$ cat src/rtl/decomp_pipe_ctrl.sv
// Control-only flow/frame sequencer for the lockstep decompression pipeline.
// Define DECOMP_PIPE_STATS_EN to add saturating frame/beat/stall counters.
module decomp_pipe_ctrl #(
    parameter int DEPTH     = 5,
    parameter int HDR_BEATS = 1,
    parameter int CNT_W     = 16
) (
    input  logic             axis_aclk,
    input  logic             axis_aresetn,
    input  logic             s_tvalid,
    input  logic             s_tlast,
    output logic             s_tready,
    input  logic             m_tready,
    output logic             stage_en,
    output logic [DEPTH-1:0] stage_vld,
    output logic [DEPTH-1:0] stage_hdr,
    output logic             out_valid,
    output logic             out_last,
    output logic             out_is_header,
    output logic             busy
`ifdef DECOMP_PIPE_STATS_EN
    ,
    output logic [CNT_W-1:0] stat_frames,
    output logic [CNT_W-1:0] stat_beats,
    output logic [CNT_W-1:0] stat_stalls
`endif
);

    typedef enum logic [1:0] {ST_IDLE, ST_HDR, ST_PAY, ST_FLUSH} state_t;

    localparam logic [CNT_W-1:0] HDR_BEATS_C = CNT_W'(HDR_BEATS);
    localparam logic             HDR_ONE     = (HDR_BEATS == 1);

    state_t           r_state;
    logic [CNT_W-1:0] r_beat_cnt;
    logic [DEPTH-1:0] r_vld;
    logic [DEPTH-1:0] r_hdr;
    logic [DEPTH-1:0] r_last;

    logic             w_stage_en;
    logic             w_acc;
    logic             w_hdr_now;
    logic [CNT_W-1:0] w_cnt_next;

    // Bubbles never collapse: the whole pipe advances only when the tail can move.
    assign w_stage_en = !r_vld[DEPTH-1] | m_tready;
    // NOTE: s_tready is gated by reset so upstream never sees a handshake while held in reset.
    assign s_tready   = axis_aresetn & w_stage_en & (r_state != ST_FLUSH);
    assign w_acc      = s_tvalid & s_tready;
    assign w_hdr_now  = (r_state == ST_IDLE) | (r_state == ST_HDR);
    assign w_cnt_next = (r_beat_cnt == '1) ? r_beat_cnt : r_beat_cnt + 1'b1;

    assign stage_en      = w_stage_en;
    assign stage_vld     = r_vld;
    assign stage_hdr     = r_hdr;
    assign out_valid     = r_vld[DEPTH-1];
    assign out_last      = r_vld[DEPTH-1] & r_last[DEPTH-1];
    assign out_is_header = r_vld[DEPTH-1] & r_hdr[DEPTH-1];
    assign busy          = (r_state != ST_IDLE) | (|r_vld);

    // NOTE: all state uses non-blocking assignments so every register samples pre-edge values.
    always_ff @(posedge axis_aclk or negedge axis_aresetn) begin
        if (!axis_aresetn) begin
            r_vld  <= '0;
            r_hdr  <= '0;
            r_last <= '0;
        end else if (w_stage_en) begin
            r_vld  <= {r_vld[DEPTH-2:0],  w_acc};
            r_hdr  <= {r_hdr[DEPTH-2:0],  w_acc & w_hdr_now};
            r_last <= {r_last[DEPTH-2:0], w_acc & s_tlast};
        end
    end

    always_ff @(posedge axis_aclk or negedge axis_aresetn) begin
        if (!axis_aresetn) begin
            r_state    <= ST_IDLE;
            r_beat_cnt <= '0;
        end else begin
            case (r_state)
                ST_IDLE: begin
                    if (w_acc) begin
                        r_beat_cnt <= CNT_W'(1);
                        if (s_tlast)      r_state <= ST_FLUSH;
                        else if (HDR_ONE) r_state <= ST_PAY;
                        else              r_state <= ST_HDR;
                    end
                end
                ST_HDR: begin
                    if (w_acc) begin
                        r_beat_cnt <= w_cnt_next;
                        if (s_tlast)                        r_state <= ST_FLUSH;
                        else if (w_cnt_next == HDR_BEATS_C) r_state <= ST_PAY;
                    end
                end
                ST_PAY: begin
                    if (w_acc) begin
                        r_beat_cnt <= w_cnt_next;
                        if (s_tlast) r_state <= ST_FLUSH;
                    end
                end
                ST_FLUSH: begin
                    // Frame isolation: reopen only once the registered pipe is empty.
                    if (r_vld == '0) r_state <= ST_IDLE;
                end
                default: r_state <= ST_IDLE;
            endcase
        end
    end

`ifdef DECOMP_PIPE_STATS_EN
    logic w_out_hs;
    assign w_out_hs = r_vld[DEPTH-1] & m_tready;

    always_ff @(posedge axis_aclk or negedge axis_aresetn) begin
        if (!axis_aresetn) begin
            stat_frames <= '0;
            stat_beats  <= '0;
            stat_stalls <= '0;
        end else begin
            if (w_out_hs && out_last && stat_frames != '1) stat_frames <= stat_frames + 1'b1;
            if (w_out_hs && stat_beats != '1)              stat_beats  <= stat_beats + 1'b1;
            if (r_vld[DEPTH-1] && !m_tready && stat_stalls != '1)
                stat_stalls <= stat_stalls + 1'b1;
        end
    end
`endif

endmodule

$ cat config.mk
export PLATFORM = sky130hd
export DESIGN_NAME = decomp_pipe_ctrl
export DESIGN_NICKNAME = d
export VERILOG_FILES = /design/src/rtl/decomp_pipe_ctrl.sv
export SDC_FILE = /design/constraint.sdc
export NUM_CORES = 1
export LEC_CHECK = 0
export BUFFER_PORTS_ARGS = -buffer_cell sky130_fd_sc_hd__buf_4
export CORE_MARGIN = 2
export CORE_UTILIZATION = 35
export CTS_BUF_LIST = sky130_fd_sc_hd__clkbuf_8
export DETAILED_ROUTE_END_ITERATION = 8
export GPL_TIMING_DRIVEN = 0
export PLACE_DENSITY = 0.56
export SLEW_MARGIN = 10
export SYNTH_ARGS = -nofsm -noshare
export SYNTH_HDL_FRONTEND = slang
export SYNTH_SLANG_ARGS = --single-unit
$ cat constraint.sdc
create_clock -name axis_aclk -period 2.2 [get_ports axis_aclk]
set_input_delay 0.22 -clock axis_aclk [delete_from_list [all_inputs] [get_ports axis_aclk]]
set_output_delay 0.22 -clock axis_aclk [all_outputs]
set_load 0.02 [all_outputs]
==> results.md <==
* Max_cap viols at 0
* Critical Path Source Type: register
* Max Root-Sink Buffers at 2
* Clock root buffer: clkbuf_8
* Worst skew pair latency at 290 ps
* PD cells at 1010 mW/mm²
* Largest net degree at the start of global routing at 34
* Vias/cell at 5.21
* Multiplexer share of the synthesized area at 0.0259
* Worst hold path startpoint: s_tvalid
* Final worst path period share at 1.10
* Slew Viols, Final at 0
* Distinct cells, synth at 44
* Max Clk Rate at 0.412 GHz
* Failing checks: setup timing
* Fill cells at 557
* Max-slew headroom at 0.577
* Die W at 79.2 µm
* Worst R2R Path Depth at 8
* Final setup violating endpoints at 3
* Max VDD drop at 751 µV
* Ys Warns at 0
* Vias in the first global route at 1539
* Final std cells w/o fill at 337
* Routed WL at 4560 µm
* Hpwl dp at 3250 µm
* Die area at 0.00627 mm²
* Critical path's top delay family: simple AND/OR/NAND/NOR gates
* Dominant synthesized flop cell: dfrtp_1
* GRT Residual Overflow at 0
* Dominant cell type by area after synthesis: dfrtp_1
* Critical Path Max Stage Delay at 600 ps
* TritonCTS clock tree: done
* Cell count after placement at 323
* Number of nets still failing antenna checks after routing at 0
* Hold depth at 3
* Residual DRC at 0
* Cells after Synth at 231
* Syn Area/Cell at 8.57 µm²
* Clock skew at 7.55 ps
* Worst Max-Slew Pin Slew at 631 ps
* Reg2reg end: r_state[0]
* Status: finished with violations
* Initial core utilization at 0.362
* Post-layout worst setup margin at -227 ps
* Compound-Gate Fraction of Synth Area at 0.189
* DRT iter0 DRCs at 105
* Most common cell in the netlist: nand2_1
* Vias at 1756
* # rows at 27
* Routed len/inst at 13.5 µm
* Nets@finish at 274
* Post-synth EDFFs at 0
* Synth Area in Adders at 0.0316
* CP arrival at 2600 ps
* Io pins at 21
* Clk sink count at 33
* FF-to-FF setup slack at -230 ps
* Clock period minus worst slack at 2430 ps
* R2R Path Start: r_beat_cnt[0]
* H-Tree Depth at 2
* Core Util, Final at 0.445
* Post-Synth Simple-Gate Area at 0.293
* Port bufs at 20
* Worst-path fanout max at 6
* Setup TNS at -459 ps
* Drt first pass iters at 4
* #FFs+latches synth at 33
* Crit-path cells: ha_4 -> nand4_2 -> or4_4 -> and4_4 -> xor2_1 -> a2111oi_4 -> a41oi_2 -> mux2i_1
* Worst hold endpoint: stage_vld[0]
* P_leak at 1.14 nW
* CP Class: reg -> reg
* Slowest CP cell: or4_4
* GPL Wtd Cong at 0.867
* Min Hold Slack at 168 ps
* Worst hold path type: in -> reg
* Post-synth top area share at 0.417
* Crit path capture type: register
* Initial antenna violation count at 0
* Sequential area share after synthesis at 0.417
* Post-synthesis xor/xnor area fraction at 0.0133
* Die height at 79.2 µm
* Commonest cells in the synthesized netlist: nand2_1 (55), dfrtp_1 (33), o21ai_0 (15)
* Main combinational cell family by area after synthesis: simple AND/OR/NAND/NOR gates
* Count of final hold-check violations at 0
* N_diodes at 0
* Core area at 0.00547 mm²
* CTS Buf Count at 5
* CTS clock-pin slew for the worst setup and hold paths at 80 ps
* Data required, critical path at 2370 ps
* Syn nets at 241
* Post-Synthesis Cell Area at 0.00198 mm²
* RSZ-0062 raised after global routing: true
* Global-route wire length before repair at 7490 µm
* Gr usage total at 0.155
* Area delta synth->final at 23.1%
* Buffer and inverter count on the worst path at 0
* Async set-reset flop share out of synthesis at 1.00
* Share of cells above drive strength 1 at 0.215
* Top cells by area, synth: dfrtp_1 (42%), nand2_1 (10%), o21ai_0 (3.8%)
==> cell families (layout without fill, tap and decap cells) <==
logic type	after synthesis	count (layout)
buffers and inverters	14	48
adders and majority gates	5	5
DFF	33	33
muxes	5	5
AOI/OAI and AO/OA	57	57
and+or+nand+nor	114	114
xor gates and xnor gates	3	3
==> area by class of cell <==
| class | instances | area, µm² | area share |
|---|---|---|---|
| inverters | 4 | 15.0 | 0.00616 |
| repair buffers | 26 | 210 | 0.0863 |
| flip-flops and latches | 33 | 828 | 0.340 |
| clock inverters | 3 | 46.3 | 0.0190 |
| plain buffers | 10 | 50.0 | 0.0205 |
| multi-input cells | 184 | 1130 | 0.463 |
| clock buffers | 5 | 68.8 | 0.0282 |
| well taps | 72 | 90.1 | 0.0370 |
==> per-stage QoR <==
step / power [mW] / instance area [µm²] / setup slack [ps]
3_3_place_gp: 1.80 / 2220 / -545
4_1_cts: 2.45 / 2400 / -250
6_report: 2.47 / 2440 / -227
5_1_grt: 2.64 / 2440 / -346
2_1_floorplan: 1.50 / 1980 / -157
3_5_place_dp: 1.80 / 2220 / -433
==> power by group <==
group / leakage [nW] / switching, mW / total (mW) / internal (mW)
sequential: 0.441 / 0.116 / 0.845 / 0.729
clock: 0.0543 / 0.237 / 0.576 / 0.339
combinational: 0.640 / 0.582 / 1.05 / 0.465
total: 1.14 / 0.935 / 2.47 / 1.53
==> registers in the layout (all words and copies together), names as in the netlist <==
register / cells
r_state: 2
r_last: 5
stage_vld: 5
r_beat_cnt: 16
stage_hdr: 5
==> how the worst max path moves through the flow <==
stage	depth (start not counted)	end	from	slack (ps)
detailed placement	8	r_state[0]	r_beat_cnt[0]	-430
finish	8	r_state[0]	r_beat_cnt[0]	-230
floorplan	7	r_state[0]	stage_vld[1]	-160
CTS	7	r_state[0]	stage_vld[1]	-250
global route	7	r_state[1]	stage_vld[1]	-350
global placement	7	r_state[1]	r_beat_cnt[0]	-550
==> routing by layer <==
| metal | wire [µm] | track usage |
|---|---|---|
| met1 | 2270 | 0.215 |
| met2 | 1990 | 0.227 |
| met3 | 181 | 0.0375 |
| met4 | 123 | 0.0707 |
| met5 | 0 | 0 |
==> what timing repair did <==
item	CTS	global route
setup buffers	1	3
endpoints found under the hold margin	33	0
hold buffers	2	0
setup endpoints to repair	16	17
gates resized for setup	6	6
pin swaps	1	0
==> placed cells by master (no fill, tap or decap), types with 5 or more instances in the layout <==
cell	instances
nand3_1	6
buf_4	26
o21ai_1	8
clkbuf_8	5
dfrtp_1	31
nand2_1	55
and2_1	7
nor2_1	13
a21oi_1	11
o21ai_0	15
clkbuf_1	6
==> worst reg2reg max path: stages, from the launching register on <==
cell       delay (ps)
dfrtp_1           400
ha_4              190
nand4_2           160
or4_4             600
and4_4            230
xor2_1            160
a2111oi_4         210
a41oi_2           200
mux2i_1           160
Power figures use the tool's default switching activity.
